`src/rtl/div_pkg.sv`:
```
// Shared definitions for the sequential divider controller and its surroundings.
//   - ALU funct encodings driven on alu_funct
//   - controller state encoding (plain localparams, legacy-compatible)
//   - datapath width and iteration count
package div_pkg;

    localparam int unsigned DIV_WIDTH = 32;
    localparam int unsigned DIV_ITER  = 32;
    localparam int unsigned DIV_CNT_W = 6;

    localparam logic [5:0] FUNCT_NOP = 6'b000000;
    localparam logic [5:0] FUNCT_ADD = 6'b001001;
    localparam logic [5:0] FUNCT_SUB = 6'b001010;

    localparam logic [1:0] ST_IDLE = 2'd0;
    localparam logic [1:0] ST_BUSY = 2'd1;
    localparam logic [1:0] ST_DONE = 2'd2;

    // Shift the next dividend bit into the partial remainder.
    function automatic logic [DIV_WIDTH-1:0] shift_rem(input logic [DIV_WIDTH-1:0] rem,
                                                       input logic              msb);
        return {rem[DIV_WIDTH-2:0], msb};
    endfunction

endpackage

```
`src/rtl/seq_divider_ctrl_if.sv`:
```
// Bundle of the divider's request/result handshake and its ALU connection.
//   start, dividend, divisor          : request side
//   ready, valid, quotient, remainder,
//   div_zero                          : status / result side
//   alu_src1, alu_src2, alu_funct     : divider -> ALU
//   alu_result, alu_carry             : ALU -> divider
// Modports:
//   slave  : the divider controller
//   master : requester plus ALU (drives requests and ALU outputs)
interface seq_divider_ctrl_if;
    import div_pkg::*;

    logic                 start;
    logic [DIV_WIDTH-1:0] dividend;
    logic [DIV_WIDTH-1:0] divisor;
    logic                 ready;
    logic                 valid;
    logic [DIV_WIDTH-1:0] quotient;
    logic [DIV_WIDTH-1:0] remainder;
    logic                 div_zero;
    logic [DIV_WIDTH-1:0] alu_src1;
    logic [DIV_WIDTH-1:0] alu_src2;
    logic [5:0]           alu_funct;
    logic [DIV_WIDTH-1:0] alu_result;
    logic                 alu_carry;

    modport slave (
        input  start, dividend, divisor, alu_result, alu_carry,
        output ready, valid, quotient, remainder, div_zero,
        output alu_src1, alu_src2, alu_funct
    );

    modport master (
        output start, dividend, divisor, alu_result, alu_carry,
        input  ready, valid, quotient, remainder, div_zero,
        input  alu_src1, alu_src2, alu_funct
    );

endinterface

```
`src/rtl/div_iter_cnt.sv`:
```
// Iteration counter for the divider: synchronous clear, count enable and a
// terminal-count flag that is high while the count equals ITER-1.
// Ports:
//   clk  : clock, rising edge
//   rst  : synchronous active-high reset (count -> 0)
//   clr  : synchronous clear (count -> 0)
//   en   : increment enable
//   tc   : terminal count (count == ITER-1)
module div_iter_cnt #(
    parameter int unsigned CNT_W = 6,
    parameter int unsigned ITER  = 32
) (
    input  logic clk,
    input  logic rst,
    input  logic clr,
    input  logic en,
    output logic tc
);

    logic [CNT_W-1:0] cnt_q;

    always_ff @(posedge clk) begin
        if (rst || clr) begin
            cnt_q <= '0;
        end else if (en) begin
            cnt_q <= cnt_q + CNT_W'(1);
        end
    end

    assign tc = (cnt_q == CNT_W'(ITER - 1));

endmodule

```
`src/rtl/seq_divider_ctrl.sv`:
```
// Sequential 32-bit unsigned restoring divider controller. Drives the shared
// external ALU with a subtract each BUSY cycle and builds one quotient bit
// per cycle from the ALU borrow.
// Ports:
//   clk : clock, rising edge
//   rst : synchronous active-high reset
//   bus : seq_divider_ctrl_if.slave (request, result, ALU signals)
// Optional build macro:
//   DIV_ZERO_CHK_EN : divisor==0 finishes in one cycle with div_zero=1;
//                     when undefined, div_zero is tied low and divisor 0
//                     runs the normal 32 iterations.
module seq_divider_ctrl
    import div_pkg::*;
#(
    parameter int unsigned WIDTH = 32,  // fixed to match the ALU
    parameter int unsigned CNT_W = 6
) (
    input  logic                clk,
    input  logic                rst,
    seq_divider_ctrl_if.slave   bus
);

    logic [1:0]       state_q, state_d;
    logic [WIDTH-1:0] q_q, q_d;          // working quotient / shifting dividend
    logic [WIDTH-1:0] r_q, r_d;          // partial remainder
    logic [WIDTH-1:0] dreg_q, dreg_d;    // latched divisor
    logic [WIDTH-1:0] res_q_q, res_q_d;  // published quotient
    logic [WIDTH-1:0] res_r_q, res_r_d;  // published remainder
    logic [WIDTH-1:0] rs;                // shifted remainder fed to the ALU
    logic [WIDTH-1:0] q_next;
    logic [WIDTH-1:0] r_next;
    logic             cnt_clr;
    logic             cnt_en;
    logic             cnt_tc;
`ifdef DIV_ZERO_CHK_EN
    logic             dz_q, dz_d;
`endif

    div_iter_cnt #(
        .CNT_W (CNT_W),
        .ITER  (DIV_ITER)
    ) u_iter_cnt (
        .clk (clk),
        .rst (rst),
        .clr (cnt_clr),
        .en  (cnt_en),
        .tc  (cnt_tc)
    );

    // The partial remainder is always below 2^i after i steps, so its MSB is
    // zero before the shift and the ALU borrow alone decides each bit.
    assign rs     = shift_rem(r_q, q_q[WIDTH-1]);
    assign q_next = {q_q[WIDTH-2:0], ~bus.alu_carry};
    assign r_next = bus.alu_carry ? rs : bus.alu_result;

    always_comb begin
        state_d       = state_q;
        q_d           = q_q;
        r_d           = r_q;
        dreg_d        = dreg_q;
        res_q_d       = res_q_q;
        res_r_d       = res_r_q;
        cnt_clr       = 1'b0;
        cnt_en        = 1'b0;
        bus.alu_src1  = '0;
        bus.alu_src2  = '0;
        bus.alu_funct = FUNCT_NOP;
`ifdef DIV_ZERO_CHK_EN
        dz_d          = dz_q;
`endif

        case (state_q)
            ST_IDLE: begin
                if (bus.start) begin
                    dreg_d  = bus.divisor;
                    q_d     = bus.dividend;
                    r_d     = '0;
                    cnt_clr = 1'b1;
                    state_d = ST_BUSY;
`ifdef DIV_ZERO_CHK_EN
                    dz_d    = 1'b0;
                    if (bus.divisor == '0) begin
                        res_q_d = '1;
                        res_r_d = bus.dividend;
                        dz_d    = 1'b1;
                        state_d = ST_DONE;
                    end
`endif
                end
            end
            ST_BUSY: begin
                bus.alu_funct = FUNCT_SUB;
                bus.alu_src1  = rs;
                bus.alu_src2  = dreg_q;
                cnt_en        = 1'b1;
                q_d           = q_next;
                r_d           = r_next;
                if (cnt_tc) begin
                    // Results are only published here so they stay stable
                    // while the next division is in flight.
                    res_q_d = q_next;
                    res_r_d = r_next;
                    state_d = ST_DONE;
                end
            end
            ST_DONE: begin
                state_d = ST_IDLE;
            end
            default: begin
                state_d = ST_IDLE;
            end
        endcase
    end

    always_ff @(posedge clk) begin
        if (rst) begin
            state_q <= ST_IDLE;
            q_q     <= '0;
            r_q     <= '0;
            dreg_q  <= '0;
            res_q_q <= '0;
            res_r_q <= '0;
`ifdef DIV_ZERO_CHK_EN
            dz_q    <= 1'b0;
`endif
        end else begin
            state_q <= state_d;
            q_q     <= q_d;
            r_q     <= r_d;
            dreg_q  <= dreg_d;
            res_q_q <= res_q_d;
            res_r_q <= res_r_d;
`ifdef DIV_ZERO_CHK_EN
            dz_q    <= dz_d;
`endif
        end
    end

    assign bus.ready     = (state_q == ST_IDLE);
    assign bus.valid     = (state_q == ST_DONE);
    assign bus.quotient  = res_q_q;
    assign bus.remainder = res_r_q;
`ifdef DIV_ZERO_CHK_EN
    assign bus.div_zero  = dz_q;
`else
    assign bus.div_zero  = 1'b0;
`endif

endmodule

```
`src/flat_wrapper.sv`:
```
// flat-port wrapper written by rule: the top's interface ports become plain ports
module seq_divider_ctrl_flat import div_pkg::*;
#(
    parameter int unsigned WIDTH = 32,                           
    parameter int unsigned CNT_W = 6
)
  (clk, rst, bus_start, bus_dividend, bus_divisor, bus_alu_result, bus_alu_carry, bus_ready, bus_valid, bus_quotient, bus_remainder, bus_div_zero, bus_alu_src1, bus_alu_src2, bus_alu_funct);
  seq_divider_ctrl_if bus_i ();
  input  logic clk;
  input  logic rst;
  input wire logic [$bits(bus_i.start)-1:0] bus_start;
  input wire logic [$bits(bus_i.dividend)-1:0] bus_dividend;
  input wire logic [$bits(bus_i.divisor)-1:0] bus_divisor;
  input wire logic [$bits(bus_i.alu_result)-1:0] bus_alu_result;
  input wire logic [$bits(bus_i.alu_carry)-1:0] bus_alu_carry;
  output wire logic [$bits(bus_i.ready)-1:0] bus_ready;
  output wire logic [$bits(bus_i.valid)-1:0] bus_valid;
  output wire logic [$bits(bus_i.quotient)-1:0] bus_quotient;
  output wire logic [$bits(bus_i.remainder)-1:0] bus_remainder;
  output wire logic [$bits(bus_i.div_zero)-1:0] bus_div_zero;
  output wire logic [$bits(bus_i.alu_src1)-1:0] bus_alu_src1;
  output wire logic [$bits(bus_i.alu_src2)-1:0] bus_alu_src2;
  output wire logic [$bits(bus_i.alu_funct)-1:0] bus_alu_funct;
  assign bus_i.start = bus_start;
  assign bus_i.dividend = bus_dividend;
  assign bus_i.divisor = bus_divisor;
  assign bus_i.alu_result = bus_alu_result;
  assign bus_i.alu_carry = bus_alu_carry;
  assign bus_ready = bus_i.ready;
  assign bus_valid = bus_i.valid;
  assign bus_quotient = bus_i.quotient;
  assign bus_remainder = bus_i.remainder;
  assign bus_div_zero = bus_i.div_zero;
  assign bus_alu_src1 = bus_i.alu_src1;
  assign bus_alu_src2 = bus_i.alu_src2;
  assign bus_alu_funct = bus_i.alu_funct;
  seq_divider_ctrl #(.WIDTH(WIDTH), .CNT_W(CNT_W)) u_core (.clk(clk), .rst(rst), .bus(bus_i));
endmodule
```
`config.mk`:
```
export PLATFORM = sky130hd
export DESIGN_NAME = seq_divider_ctrl_flat
export DESIGN_NICKNAME = d
export VERILOG_FILES = /design/src/rtl/div_pkg.sv /design/src/rtl/seq_divider_ctrl_if.sv /design/src/rtl/div_iter_cnt.sv /design/src/rtl/seq_divider_ctrl.sv /design/src/flat_wrapper.sv
export SDC_FILE = /design/constraint.sdc
export NUM_CORES = 1
export LEC_CHECK = 0
export CAP_MARGIN = 15
export CORE_ASPECT_RATIO = 0.9
export CORE_MARGIN = 8
export CORE_UTILIZATION = 48
export CTS_BUF_LIST = sky130_fd_sc_hd__clkbuf_16
export CTS_CLUSTER_DIAMETER = 80
export DETAILED_ROUTE_END_ITERATION = 8
export GPL_TIMING_DRIVEN = 0
export MAX_ROUTING_LAYER = met4
export PLACE_DENSITY = 0.83
export SLEW_MARGIN = 20
export SYNTH_ARGS = -nofsm -noshare
export SYNTH_HDL_FRONTEND = slang
export SYNTH_SLANG_ARGS = --single-unit
```
`constraint.sdc`:
```
create_clock -name clk -period 2.6 [get_ports clk]
set_input_delay 0.26 -clock clk [delete_from_list [all_inputs] [get_ports clk]]
set_output_delay 0.26 -clock clk [all_outputs]
set_load 0.005 [all_outputs]
```
==> qor.csv <==
metric,value,unit
Rel. slew slack,0.4751,
asr flop ratio synth,0,
I/O Buffers,229,
Synth Cell Area,7411,sq um
Die Y,133.9,um
CP Launch Type,flop,
DRT iter0 DRCs,506,
"area leader, netlist",dfxtp_1,
first-pass GRT wire length,38440,um
num rows,43,
Initial Utilization,0.4850,
post-route ant nets,0,
Required @ worst endpoint,2.34,ns
CTS Hold Bufs,0,
setup bufs post-CTS,0,
Synth Register Bits,167,
post-DR wirelength/cell,18.22,um
setup TNS after final layout,0,ns
total grt overflow,0,
Critical Path Sink,bus_alu_src1[4],
via count,7144,
Util after Layout,0.6910,
synth top area cells,"dfxtp_1 45%, a21oi_1 7.5%, and2_1 5.4%",
YS warnings,0,
Worst Setup SP,u_core.state_q[1],
1st-pass router iterations,5,
Die X,147.0,um
IO Count,237,
HP Class,primary input to flop,
crit end category,output port,
core box area,15280,sq um
R2R depth,4,
Worst Skew,0.005944,ns
total die area,19680,sq um
Synth cell types,39,
maximum vdd drop,0.4504,mV
Final Setup Violations,0,
Reg-to-Reg Start,u_core.u_iter_cnt.cnt_q[2],
Antenna diodes,0,
CTS tree,yes,
Gate Count Post-Synth,870,
Tot GR Track Use,0.2496,
clk buf depth,2,
Hold Startpoint,bus_divisor[0],
fin crit share,0.9746,
Routed WL,24360,um
fin nets,1223,
"commonest non-fill, non-tap cells in the layout","229 x clkdlybuf4s50_1, 167 x dfxtp_1, 111 x a21oi_1, 100 x nand2_1, 65 x nor2_1",
WS Path Type,flop to output port,
worst-path fanout max,10,
P_leak,0.003839,uW
crit path time final,2.534,ns
worst-margin pin slew,0.7832,ns
reg-to-reg endpoint,u_core.bus.remainder[24],
gpl congestion,0.8521,
fillers,1281,
sequential share of the synthesized area,0.4511,
clock buffer count from CTS,17,
largest net degree at the start of global routing,17,
Tot Pwr,5927,uW
vias in the first global route,7061,
Area growth syn-to-layout,42.46,%
DP HPWL,17950,um
CTS Root Cell,clkbuf_16,
post-DR vias/cell,5.343,
depth of the CTS H-tree,4,
Synth top area share,0.4511,
CTS sink count,167,
Final Hold Viols,0,
main flop type after synthesis,dfxtp_1,
Layout Cells excl Fill,1337,
Inst Count DP,1305,
outcome,"complete, no violations",
Max Cap Viol,0,
hold_ws,0.3789,ns
share of layout cells above drive strength 1,0.1471,
"commonest non-fill, non-tap cell in the layout",clkdlybuf4s50_1,
Post-synth EDFFs,0,
clk slew on worst S/H paths,0.06,ns
flop-to-flop setup slack,0.61,ns
power density over the cells,561.4,nW/um^2
Arrival @ worst endpoint,2.27,ns
# DRC,0,
initial antenna violation count,0,
Fmax,0.3946,GHz
max-slew violations,0,
Clock Latency Late Sink,0.43,ns
"Avg Cell Area, Syn",8.518,sq um
-- area by class of cell --
type                            instances  area, sq um  share of cell area
Timing Repair Buffer                  229         2292              0.2171
Clock buffer                           17        425.4             0.04029
Tap cell                              202        252.7             0.02394
Inverter                                2        10.01           0.0009481
Clock inverter                         15        145.1             0.01375
Buffer                                 93        535.5             0.05072
Sequential cell                       167         3343              0.3167
Multi-Input combinational cell        612         3553              0.3366
-- where the power goes --
| part | total, uW | leakage, uW | internal (uW) | switching, uW |
|---|---|---|---|---|
| Clock | 2490 | 0.000294 | 1480 | 1010 |
| Combinational | 725 | 0.00218 | 367 | 357 |
| Sequential | 2710 | 0.00136 | 2650 | 63.7 |
-- worst min path at each step --
stage | endpoint | slack (ns) | cells past startpoint
finish | u_core.dreg_q[0] | 0.38 | 3
CTS | u_core.dreg_q[13] | 0.37 | 3
floorplan | u_core.dreg_q[0] | 0.40 | 2
detailed placement | u_core.dreg_q[23] | 0.44 | 2
global placement | u_core.dreg_q[4] | 0.44 | 2
global route | u_core.dreg_q[0] | 0.38 | 3
-- flip-flops by register name (all words and copies together) (netlist names) --
signal / count
u_core.r_q: 31
u_core.bus.quotient: 32
u_core.state_q: 2
u_core.dreg_q: 32
u_core.bus.remainder: 32
u_core.u_iter_cnt.cnt_q: 6
u_core.q_q: 32
-- kinds of logic after synthesis --
| kind of cell | count (synthesis) | synth area share |
|---|---|---|
| and+or+nand+nor | 338 | 0.2173 |
| AOI/OAI and AO/OA | 235 | 0.2083 |
| DFF | 167 | 0.4511 |
| buffers and inverters | 95 | 0.07142 |
| muxes | 32 | 0.04845 |
| adders and majority gates | 1 | 0.001688 |
| other | 1 | 0.0005060 |
| xor gates and xnor gates | 1 | 0.001182 |
-- through the flow --
| step | worst slack (ns) | cell area, sq um |
|---|---|---|
| 6_report | 0.06599 | 10560 |
| 3_3_place_gp | 0.3407 | 9971 |
| 5_1_grt | -0.0001648 | 10560 |
| 2_1_floorplan | 1.156 | 7426 |
| 4_1_cts | 0.02418 | 10550 |
| 3_5_place_dp | 0.3321 | 9971 |
-- layer usage --
| metal | vias to the layer above | global-route usage | wire (um) |
|---|---|---|---|
| met4 | 0 | 0.05772 | 331 |
| met5 | - | - | 0 |
| li1 | 3503 | - | - |
| met1 | 3343 | 0.3098 | 10510 |
| met2 | 272 | 0.3898 | 11400 |
| met3 | 26 | 0.08047 | 2118 |
-- worst max-delay path, stage by stage (launching register included) --
cell             delay, ns
dfxtp_1               0.31
buf_6                 0.13
nand2b_4              0.13
buf_6                 0.14
inv_4                 0.06
buf_8                 0.17
clkbuf_4              0.22
and2_1                0.17
clkdlybuf4s50_1       0.51
-- cell usage after synthesis (all sizes together) (2+ instances only) --
master,number
nor3,63
a21oi,133
nand2b,2
nand3,33
or3,3
clkbuf,35
o21ai,34
nand2,100
nand4b,2
a211oi,33
dfxtp,167
and2,64
buf,58
a22oi,31
inv,2
nor2,65
mux2,31
-- repair_timing --
action                                 CTS  global route
setup endpoints to repair               50            27
endpoints found under the hold margin    0             0
pin swaps                                0             0
resized for setup                        5             8
Note: power is estimated with default switching activity, not from simulation.
